==> config.mk <==
export PLATFORM = sky130hd
export DESIGN_NAME = dmem_arbiter
export DESIGN_NICKNAME = d
export VERILOG_FILES = /design/src/rtl/dmem_arbiter_pkg.sv /design/src/rtl/dmem_arbiter.sv
export SDC_FILE = /design/constraint.sdc
export NUM_CORES = 1
export LEC_CHECK = 0
export BUFFER_PORTS_ARGS = -buffer_cell sky130_fd_sc_hd__buf_2
export CELL_PAD_IN_SITES_DETAIL_PLACEMENT = 1
export CELL_PAD_IN_SITES_GLOBAL_PLACEMENT = 1
export CORE_MARGIN = 4
export CORE_UTILIZATION = 36
export CTS_CLUSTER_DIAMETER = 150
export DETAILED_ROUTE_END_ITERATION = 10
export PLACE_DENSITY_LB_ADDON = 0.1
export SYNTH_ARGS = -nofsm -noshare
export SYNTH_HDL_FRONTEND = slang
export SYNTH_SLANG_ARGS = --single-unit
==> constraint.sdc <==
create_clock -name clk -period 1.6 [get_ports clk]
set_input_delay 0.16 -clock clk [delete_from_list [all_inputs] [get_ports clk]]
set_output_delay 0.16 -clock clk [all_outputs]
set_load 0.02 [all_outputs]
==> src/rtl/dmem_arbiter_pkg.sv <==
// Shared core definitions: arbiter FSM states, access owner IDs and the
// control-unit phase constants that drive the arbiter's requesters.
package dmem_arbiter_pkg;

  typedef enum logic [1:0] {
    ST_IDLE  = 2'd0,
    ST_ISSUE = 2'd1,
    ST_WAIT  = 2'd2,
    ST_RESP  = 2'd3
  } arb_state_e;

  typedef enum logic {
    OWN_IF = 1'b0,
    OWN_LS = 1'b1
  } owner_e;

  typedef enum logic [1:0] {
    CU_FETCH   = 2'd0,
    CU_DECODE  = 2'd1,
    CU_EXECUTE = 2'd2,
    CU_WRITE   = 2'd3
  } cu_state_e;

endpackage

==> src/rtl/dmem_arbiter.sv <==
// Single-port data memory arbiter between instruction fetch and load/store.
// One access at a time: arbitrate, issue, wait fixed read latency, respond.
module dmem_arbiter
  import dmem_arbiter_pkg::*;
#(
  parameter int ADDR_W     = 8,
  parameter int DATA_W     = 8,
  parameter int MEM_LAT    = 1,
  parameter int STARVE_MAX = 4
) (
  input  logic              clk,
  input  logic              reset,
  input  logic              if_req,
  input  logic [ADDR_W-1:0] if_addr,
  output logic              if_gnt,
  output logic              if_rvalid,
  output logic [DATA_W-1:0] if_rdata,
  input  logic              ls_req,
  input  logic              ls_we,
  input  logic [ADDR_W-1:0] ls_addr,
  input  logic [DATA_W-1:0] ls_wdata,
  output logic              ls_gnt,
  output logic              ls_rvalid,
  output logic [DATA_W-1:0] ls_rdata,
  output logic              mem_en,
  output logic              mem_we,
  output logic [ADDR_W-1:0] mem_addr,
  output logic [DATA_W-1:0] mem_wdata,
  input  logic [DATA_W-1:0] mem_rdata,
  output logic [1:0]        state_dbg_o
);

  localparam int LAT_W = $clog2(MEM_LAT + 1);
  localparam int STV_W = $clog2(STARVE_MAX + 1);

  // Handshake: a requester holds req (and its addr/we/wdata) until the
  // one-cycle gnt pulse; read data follows later as a one-cycle rvalid.

  arb_state_e          state_q;
  owner_e              owner_q;
  logic                we_q;
  logic [LAT_W-1:0]    lat_q;
  logic [STV_W-1:0]    starve_q, starve_d;
  logic                pick_ls_d;
  logic                if_gnt_q, ls_gnt_q, if_rvalid_q, ls_rvalid_q;
  logic                mem_en_q, mem_we_q;
  logic [ADDR_W-1:0]   mem_addr_q;
  logic [DATA_W-1:0]   mem_wdata_q, if_rdata_q, ls_rdata_q;

  function automatic logic pick_ls(input logic if_r, input logic ls_r,
                                   input logic starved);
    return ls_r && !(if_r && starved);
  endfunction

  // Starvation count only moves in IDLE, where arbitration happens.
  always_comb begin
    pick_ls_d = pick_ls(if_req, ls_req, starve_q == STV_W'(STARVE_MAX));
    starve_d  = starve_q;
    if (state_q == ST_IDLE) begin
      if (!if_req || !pick_ls_d) begin
        starve_d = '0;
      end else if (starve_q != STV_W'(STARVE_MAX)) begin
        starve_d = starve_q + STV_W'(1);
      end
    end
  end

  always_ff @(posedge clk or posedge reset) begin
    if (reset) begin
      state_q     <= ST_IDLE;
      owner_q     <= OWN_IF;
      we_q        <= 1'b0;
      lat_q       <= '0;
      starve_q    <= '0;
      if_gnt_q    <= 1'b0;
      ls_gnt_q    <= 1'b0;
      if_rvalid_q <= 1'b0;
      ls_rvalid_q <= 1'b0;
      mem_en_q    <= 1'b0;
      mem_we_q    <= 1'b0;
      mem_addr_q  <= '0;
      mem_wdata_q <= '0;
      if_rdata_q  <= '0;
      ls_rdata_q  <= '0;
    end else begin
      if_gnt_q    <= 1'b0;
      ls_gnt_q    <= 1'b0;
      if_rvalid_q <= 1'b0;
      ls_rvalid_q <= 1'b0;
      mem_en_q    <= 1'b0;
      mem_we_q    <= 1'b0;
      starve_q    <= starve_d;
      case (state_q)
        ST_IDLE: begin
          if (if_req || ls_req) begin
            state_q  <= ST_ISSUE;
            mem_en_q <= 1'b1;
            if (pick_ls_d) begin
              owner_q     <= OWN_LS;
              we_q        <= ls_we;
              ls_gnt_q    <= 1'b1;
              mem_we_q    <= ls_we;
              mem_addr_q  <= ls_addr;
              mem_wdata_q <= ls_wdata;
            end else begin
              owner_q    <= OWN_IF;
              we_q       <= 1'b0;
              if_gnt_q   <= 1'b1;
              mem_addr_q <= if_addr;
            end
          end
        end
        ST_ISSUE: begin
          if (we_q) begin
            state_q <= ST_IDLE;
          end else begin
            lat_q   <= LAT_W'(MEM_LAT - 1);
            state_q <= ST_WAIT;
          end
        end
        ST_WAIT: begin
          if (lat_q == '0) begin
            state_q <= ST_RESP;
            if (owner_q == OWN_LS) begin
              ls_rdata_q  <= mem_rdata;
              ls_rvalid_q <= 1'b1;
            end else begin
              if_rdata_q  <= mem_rdata;
              if_rvalid_q <= 1'b1;
            end
          end else begin
            lat_q <= lat_q - LAT_W'(1);
          end
        end
        ST_RESP: state_q <= ST_IDLE;
        default: state_q <= ST_IDLE;
      endcase
    end
  end

  assign if_gnt      = if_gnt_q;
  assign ls_gnt      = ls_gnt_q;
  assign if_rvalid   = if_rvalid_q;
  assign ls_rvalid   = ls_rvalid_q;
  assign if_rdata    = if_rdata_q;
  assign ls_rdata    = ls_rdata_q;
  assign mem_en      = mem_en_q;
  assign mem_we      = mem_we_q;
  assign mem_addr    = mem_addr_q;
  assign mem_wdata   = mem_wdata_q;
  assign state_dbg_o = state_q;

endmodule

* Yosys cells after proc, flatten, opt, wreduce, memory -nomap -nowiden
Cells that the tools add are included.
Widths: inputs -> output; s select.
** Word-level totals
- Logic and storage cells :: 71
- Bits of input ports :: 37
- Output and inout bits :: 40
- Bits in registers :: 46
** Operators by class
- Bitwise operators :: 2
- Reductions and logical operators :: 17
- Equal/unequal tests :: 8
- Add/sub/neg operators :: 2
- Multiplexer cells :: 27
** Operators with widths (count)
- $mux 1 :: 19
- $reduce_and 3->1 :: 3
- $mux 8 :: 1
- $pmux 2 s4 :: 1
- $reduce_and 2->1 :: 4
- $mux 2 :: 3
- $mux 3 :: 2
- $eq 2x2->1 const B :: 2
- $ne 2x2->1 const B :: 2
- $reduce_bool 2->1 :: 2
- $add 3x1->3 const B :: 1
- $eq 3x3->1 const B :: 1
- $logic_not 1->1 :: 3
- $ne 3x3->1 const B :: 1
- $eq 2x1->1 const B :: 1
- $logic_and 1x1->1 :: 2
- $logic_not 2->1 :: 1
- $logic_or 1x1->1 :: 2
- $ne 2x1->1 const B :: 1
- $not 1->1 :: 2
- $pmux 1 s2 :: 1
- $sub 1x1->1 const B :: 1

* Logic depth before layout (Yosys ltp)
Gate-level depths: netlist of run 1.
- Word-level depth :: 8
- Gate-level depth with buffers :: 7
- Mapped depth without buffers :: 6

* Least setup slack after synthesis of run 1
OpenSTA, ideal clock, no wires.
- Kind :: register to register
- From :: reg with a tool-made name
- To :: reg mem_wdata_q[1], in the netlist mem_wdata[1]
- Data arrival time :: 1.430 ns
- Cell stages (with the launch flop) :: 7
- Setup time :: 0.125 ns
- Data required time :: 1.475 ns
- Setup slack :: 0.045 ns
- Clock period less this slack :: 1.555 ns
- Path buffers :: 2
- Cell sequence :: dfrtp_1 > buf_2 > nor2_8 > nand3_4 > inv_4 > buf_6 > mux2_4
** RTL lines
- end signal, assigned :: line dmem_arbiter.sv:104 : mem_wdata_q <= ls_wdata;
- end, declared :: line dmem_arbiter.sv:48 : logic [DATA_W-1:0] mem_wdata_q, if_rdata_q, ls_rdata_q;

* Worst setup path in the final report of run 1
- From :: reg state_q[0], in the netlist state_dbg_o[0]
- To :: reg if_rdata_q[5], in the netlist if_rdata[5]
** On the way
- Word-level cells in the longest chain between the ends :: 2
** RTL lines
- start, declared :: line dmem_arbiter.sv:39 : arb_state_e state_q;
- start signal, assigned :: line dmem_arbiter.sv:70 : state_q <= ST_IDLE;
- start signal, assigned :: line dmem_arbiter.sv:96 : state_q <= ST_ISSUE;
- start signal, assigned :: line dmem_arbiter.sv:115 : state_q <= ST_IDLE;
- $eq 2x2->1 :: line dmem_arbiter.sv:93 : case (state_q)
- $reduce_and 3->1 (no line)
- end signal, assigned :: line dmem_arbiter.sv:128 : if_rdata_q <= mem_rdata;
- end, declared :: line dmem_arbiter.sv:48
Every way passes these cells.
A chain may end at the register's enable or synchronous reset.

==> results of run 1 <==
## synth_stat cells, drive strengths merged
master / n
dfrtp: 45
nand3: 8
a31oi: 5
and2: 1
o22ai: 2
clkbuf: 1
o21ai: 13
inv: 11
ha: 2
nand2: 4
or2: 2
nand3b: 1
a21o: 1
nor2: 5
nor4b: 1
and3: 1
o221ai: 3
mux2: 24
a22o: 1
buf: 4
a21oi: 7
nand2b: 2
## registers in the layout, summed over array words and instances (netlist names), 3 cells and up, named ones only
name / cells
mem_wdata: 8
ls_rdata: 8
mem_addr: 8
if_rdata: 8
starve_q: 3
## routing by layer
layer,vias to the layer above,GRT usage,part of all wire
met1,707,0.1733,0.39
met3,8,0.04484,0.079
met5,-,0,0
met4,0,0.04561,0.013
li1,671,-,-
met2,52,0.2732,0.52
## metrics by stage
stage | instances | util
after floorplan | 144 | -
after global placement | 289 | 0.4637
after detailed placement | 289 | 0.4637
after CTS | 296 | 0.4802
after global routing | 296 | 0.4806
final | 296 | 0.4806
## how the worst max path moves through the flow
stage	start	end	slack (ns)
3_5_place_dp	starve_q[0]$_DFFE_PP0P_	mem_wdata[0]$_DFFE_PP0P_	0.06
4_1_cts	flop	if_rdata[5]$_DFFE_PP0P_	0.05
6_report	state_dbg_o[0]$_DFFE_PP0P_	if_rdata[5]$_DFFE_PP0P_	0.09
5_1_grt	starve_q[0]$_DFFE_PP0P_	mem_wdata[7]$_DFFE_PP0P_	0.006
3_3_place_gp	state_dbg_o[0]$_DFFE_PP0P_	if_rdata[4]$_DFFE_PP0P_	0.12
2_1_floorplan	flop	mem_wdata[1]$_DFFE_PP0P_	0.04
## worst max-delay path, delay by kind of cell (launching register included)
kind,cells,cell delay (ns)
DFF,1,0.51
muxes,1,0.37
and+or+nand+nor,2,0.51
## where the power goes
part	switching [uW]	internal, uW	total, uW
clock network	356	288	644
registers	335	1670	2010
logic	1350	996	2350
## what timing repair did
item / in CTS / in global routing
setup endpoints to repair: 0 / 2
gates resized for setup: 0 / 1
endpoints found under the hold margin: 18 / 0
hold buffers: 1 / 0
## layout make-up
class / count / area share
sequential: 45 / 0.4587
multi-input combinational: 83 / 0.2803
timing repair buffer: 81 / 0.1764
tap: 70 / 0.03568
clock buffer: 5 / 0.02803
inverter: 11 / 0.01886
clock inverter: 1 / 0.002039
## cells in the final DEF, fill, tap and decap left out, drive strengths merged, types with 3 or more instances in the layout
master and n:
mux2 24, buf 80, o221ai 3, inv 11
dfrtp 45, nor2 5, nand2 4, nand3 8
a31oi 5, a21oi 7, o21ai 13, clkbuf 5
## cells by family (layout without fill, tap and decap cells)
group                      count (synthesis)  after routing  share of synthesized area
AOI/OAI and AO/OA                         32             32                    0.09874
adders and majority gates                  2              2                    0.01325
buffers and inverters                     16             98                    0.03910
DFF                                       45             45                     0.5964
muxes                                     24             24                     0.1551
and+or+nand+nor                           25             25                    0.09742
==> reports/summary.txt, run 1 <==
fillers = 597
Yosys top cell by area = dfrtp_1
worst r2r path cells = 3
placed cell area = 2369 sq um
Num CTS Buffers = 5
Total Neg Setup Slack = 0 ns
RR Endpoint = if_rdata[5]$_DFFE_PP0P_
cell count after synthesis = 144
Initial Util = 0.3697
max frequency = 662.7 MHz
First-pass DRT Iterations = 2
hold depth = 2
Reg area = 1126 sq um
Crit path required time = 1.78 ns
Skew-Pair Late Insertion Delay = 0.29 ns
crit-path cells = nand2b_1 -> nor2_4 -> mux2_2
initial antenna violation count = 0
Hold Fails Final Rpt = 0
Crit path largest cell delay = 0.51 ns
sequential fraction of the synthesis area = 0.5964
YS warnings = 0
Post-DP HPWL = 3582 microns
CP max FO = 9
vias = 1438
Worst-Margin Slew = 0.4019 ns
Worst setup EP type = flop
Max-Cap Viols = 0
initial DRC count = 18
R2R Setup Slk = 0.09 ns
VDD IR max = 0.8093 mV
Max Clock Skew = 0.002294 ns
clock slew at reported path FFs = 0.08 ns
Setup WS post-layout = 0.09096 ns
core area = 5107 sq um
share of layout cells above drive strength 1 = 0.5310
gr usage total = 0.1522
Port Buffers = 76
synth-to-layout area growth = 30.02%
Post-Syn Nets = 183
design area = 2455 sq um
TritonCTS Sinks = 45
status = complete, no violations
vias per inst = 4.858
Netlist cell types = 30
Residual DRC = 0
CP arrival = 1.69 ns
Synth Cell Area = 1888 sq um
CTS tree = yes
Min Clock Period, post-route = 1.509 ns
Setup Buffers After CTS = 0
min-delay src = ls_wdata[7]
die area = 6467 sq um
post-route ant nets = 0
Worst path slowest cell = dfrtp_1
number of diodes = 0
Die Width = 80.42 microns
RD Place Congestion = 0.7344
Layout Nets = 266
setup slack at placement = 0.06480 ns
hold endpoint = mem_wdata[7]$_DFFE_PP0P_
area of the multi-input gates = 688.2 sq um
Synth Register Bits = 45
largest cells by area after synthesis = dfrtp_1 (60%), mux2_2 (11%), mux2_4 (4.8%)
total power = 5001 uW
mean post-synth cell area = 13.11 sq um
Final Setup Violations = 0
reg2reg start = state_dbg_o[0]$_DFFE_PP0P_
H-tree depth = 2
io pins = 77
startpoint types = flop
drt wl/cell = 15.41 microns
P_leak = 0.001222 uW
first-pass GRT wire length = 7590 microns
Tcrit/Tclk final = 0.9431
CTS Root Buffer Type = clkbuf_8
vias in the first global route = 1583
maximum root-to-sink buffer count = 2
relative slew slack = 0.7317
grt total ovfl = 0
Pins Over Slew Limit = 0
Worst Hold Class = input port to flop
power per cell area = 2037 nW/um^2
RSZ-0062 raised after global routing = false
Die Ht = 80.42 microns
CP Class = flop to flop
std cell rows = 26
post-synth top area share = 0.5964
largest net degree at the start of global routing = 28
Fin Hold WS = 0.09933 ns
Routed WL = 4562 microns
No activity file was read; power rests on OpenSTA's default activity.
==> inputs of run 2 (changes only) <==
- ABC_AREA: unset -> 1
- CORE_UTILIZATION: 36 -> 35
==> run 2 against run 1 <==
  * The run now ends with hold timing left
  * Combinational power is 8.9% lower
  * Register-to-register slack better by 0.11 ns
  * Clock-buffer cell count is 1 higher
  * Global-route usage is 0.66 points lower
  * Die area is 3.5% higher
  * First-iteration DRC count grew to 3.3 times the previous value
  * Sequential share of layout area is 0.16 points higher
  * Final cell count is 20% higher
  * Synthesized cell count is 42% higher
  * Critical endpoint is now mem_addr[1]$_DFFE_PP0P_
  * Largest cell class unchanged
  * Largest power group unchanged
==> reports/summary.txt, run 2 <==
Initial Util = 0.3666
GR Util met1 = 0.1969
Die Width = 81.84 microns
largest cells by area after synthesis = dfrtp_1 (59%), nand2_1 (14%), inv_1 (5.3%)
Skew-Pair Late Insertion Delay = 0.29 ns
CTS resizes = 0
grt total ovfl = 0
vias per inst = 4.452
Synth top cells by count = nand2_1 (69), dfrtp_1 (45), inv_1 (27)
TritonCTS Sinks = 45
Pins Over Slew Limit = 0
Hold Fails Final Rpt = 2
Num CTS Buffers = 5
io pins = 77
Port Buffers = 76
clock slew at reported path FFs = 0.08 ns
synth-to-layout area growth = 28.20%
Die Ht = 81.84 microns
commonest cells after routing, fill and taps aside = buf_2 (76), nand2_1 (69), dfrtp_1 (45), inv_1 (26)
post-synth top area share = 0.5902
Worst Hold Class = input port to asynchronous set/reset pin
startpoint types = flop
First-pass DRT Iterations = 4
CTS Hold Bufs = 0
cell count after synthesis = 204
relative slew slack = 0.6210
status = finished with violations
Fin Hold WS = -0.005035 ns
YS warnings = 0
max frequency = 714.7 MHz
commonest non-fill, non-tap cell in the layout = buf_2
number of flops mapped to enable cells by yosys = 0
maximum root-to-sink buffer count = 2
Synth Register Bits = 45
Residual DRC = 0
VDD IR max = 0.7336 mV
P_leak = 0.001414 uW
core area = 5205 sq um
initial DRC count = 59
GRT met3 Usage = 0.03180
fillers = 666
CP max FO = 9
Max-Cap Viols = 0
setup slack at placement = 0.2027 ns
number of diodes = 0
leading cell type by number of instances after synthesis = nand2_1
met2 usage = 0.2326
RD Place Congestion = 0.7432
Final Setup Violations = 0
largest net degree at the start of global routing = 46
share of layout cells above drive strength 1 = 0.3531
design area = 2446 sq um
Setup WS post-layout = 0.2007 ns
CTS Root Buffer Type = clkbuf_8
Crit path required time = 1.78 ns
gr usage total = 0.1455
Worst-Margin Slew = 0.5686 ns
Min Clock Period, post-route = 1.399 ns
Synth Cell Area = 1908 sq um
vias in the first global route = 1625
first-pass GRT wire length = 7514 microns
die area = 6697 sq um
mean post-synth cell area = 9.353 sq um
Tcrit/Tclk final = 0.8746
Max Clock Skew = 0.006263 ns
CP arrival = 1.58 ns
Post-Syn Nets = 243
std cell rows = 26
CP Class = flop to flop
placed cell area = 2356 sq um
vias = 1585
Post-DP HPWL = 3318 microns
initial antenna violation count = 0
asr flop ratio synth = 1.000
power per cell area = 1954 nW/um^2
Worst setup EP type = flop
Routed WL = 4493 microns
H-tree depth = 2
GR peak layer = met2
Yosys top cell by area = dfrtp_1
Layout Nets = 325
failing checks = hold timing
Total Neg Setup Slack = 0 ns
RSZ-0062 raised after global routing = false
Layout Utilization = 0.4700
post-route ant nets = 0
CTS tree = yes
drt wl/cell = 12.62 microns
sequential fraction of the synthesis area = 0.5902
Setup Buffers After CTS = 0
top_reg_cell synth = dfrtp_1
Netlist cell types = 21
[run 2: cell types whose count changed after synthesis, moves of 3 or more]
cell	before	now
nand3_1	6	18
nand2_1	3	69
buf_6	1	4
o221ai_1	3	0
nand4_1	0	3
mux2_2	18	0
mux2_4	6	0
o21ai_0	13	18
inv_1	10	27
a21oi_1	7	0
a31oi_1	5	0
[run 2: area by class of cell]
type | instances | area [sq um] | area share
clock buffers | 6 | 82.58 | 0.03376
clock inverters | 1 | 7.507 | 0.003069
inverters | 30 | 113.9 | 0.04655
multi-input cells | 124 | 618.1 | 0.2527
flip-flops and latches | 45 | 1126 | 0.4604
well taps | 70 | 87.58 | 0.03581
repair buffers | 80 | 410.4 | 0.1678
[run 2: kinds of logic after synthesis]
group	share of synthesized area
AO/OA/AOI/OAI	0.06623
XOR/XNOR	0.004591
adder cells (fa/ha/maj)	0.01311
buffers and inverters	0.08590
flip-flops	0.5902
AND/OR/NAND/NOR	0.2400
[run 2: worst max-delay path, stage by stage, from the launching register on]
cell,delay (ns)
dfrtp_1,0.40
inv_1,0.09
ha_1,0.19
nand3_2,0.11
nand2_1,0.28
nand2_1,0.09
nand3_1,0.08
nand2_1,0.05
[run 2: report_power, final]
| part | internal [uW] | switching [uW] | total [uW] |
|---|---|---|---|
| clock | 342 | 366 | 708 |
| combinational | 712 | 1420 | 2140 |
| sequential | 1640 | 293 | 1940 |
| total | 2700 | 2080 | 4780 |
[run 2: path summary, 6_finish.rpt]
| path | from | end | slack (ns) | cells past startpoint |
|---|---|---|---|---|
| worst min-delay path | reset | mem_wdata[7]$_DFFE_PP0P_ | -0.005 | 3 |
| min in group clk | ls_wdata[7] | mem_wdata[7]$_DFFE_PP0P_ | 0.06 | 3 |
| max in group asynchronous | reset | if_rdata[1]$_DFFE_PP0P_ | 1.21 | 3 |
| worst max-delay path | starve_q[0]$_DFFE_PP0P_ | mem_addr[1]$_DFFE_PP0P_ | 0.20 | 7 |
| worst max register to register | starve_q[0]$_DFFE_PP0P_ | mem_addr[1]$_DFFE_PP0P_ | 0.20 | 7 |
| worst min register to register | mem_wdata[7]$_DFFE_PP0P_ | mem_wdata[7]$_DFFE_PP0P_ | 0.48 | 2 |
[run 2: metal layers]
metal  share of wire  vias to the layer above  wire length, microns
met5               0                        -                     0
met4           0.010                        0                    46
met3           0.070                        5                   313
met2            0.46                       51                  2089
met1            0.45                      733                  2044
li1                -                      796                     -
[run 2: per-stage QoR]
stage / hold WS [ns] / cells / total power, uW
2_1_floorplan: 0.2696 / 204 / 3410
3_3_place_gp: 0.3413 / 349 / 4104
3_5_place_dp: 0.3449 / 349 / 4144
4_1_cts: 0.01998 / 356 / 4876
5_1_grt: 0.04771 / 356 / 5220
6_report: -0.005035 / 356 / 4781
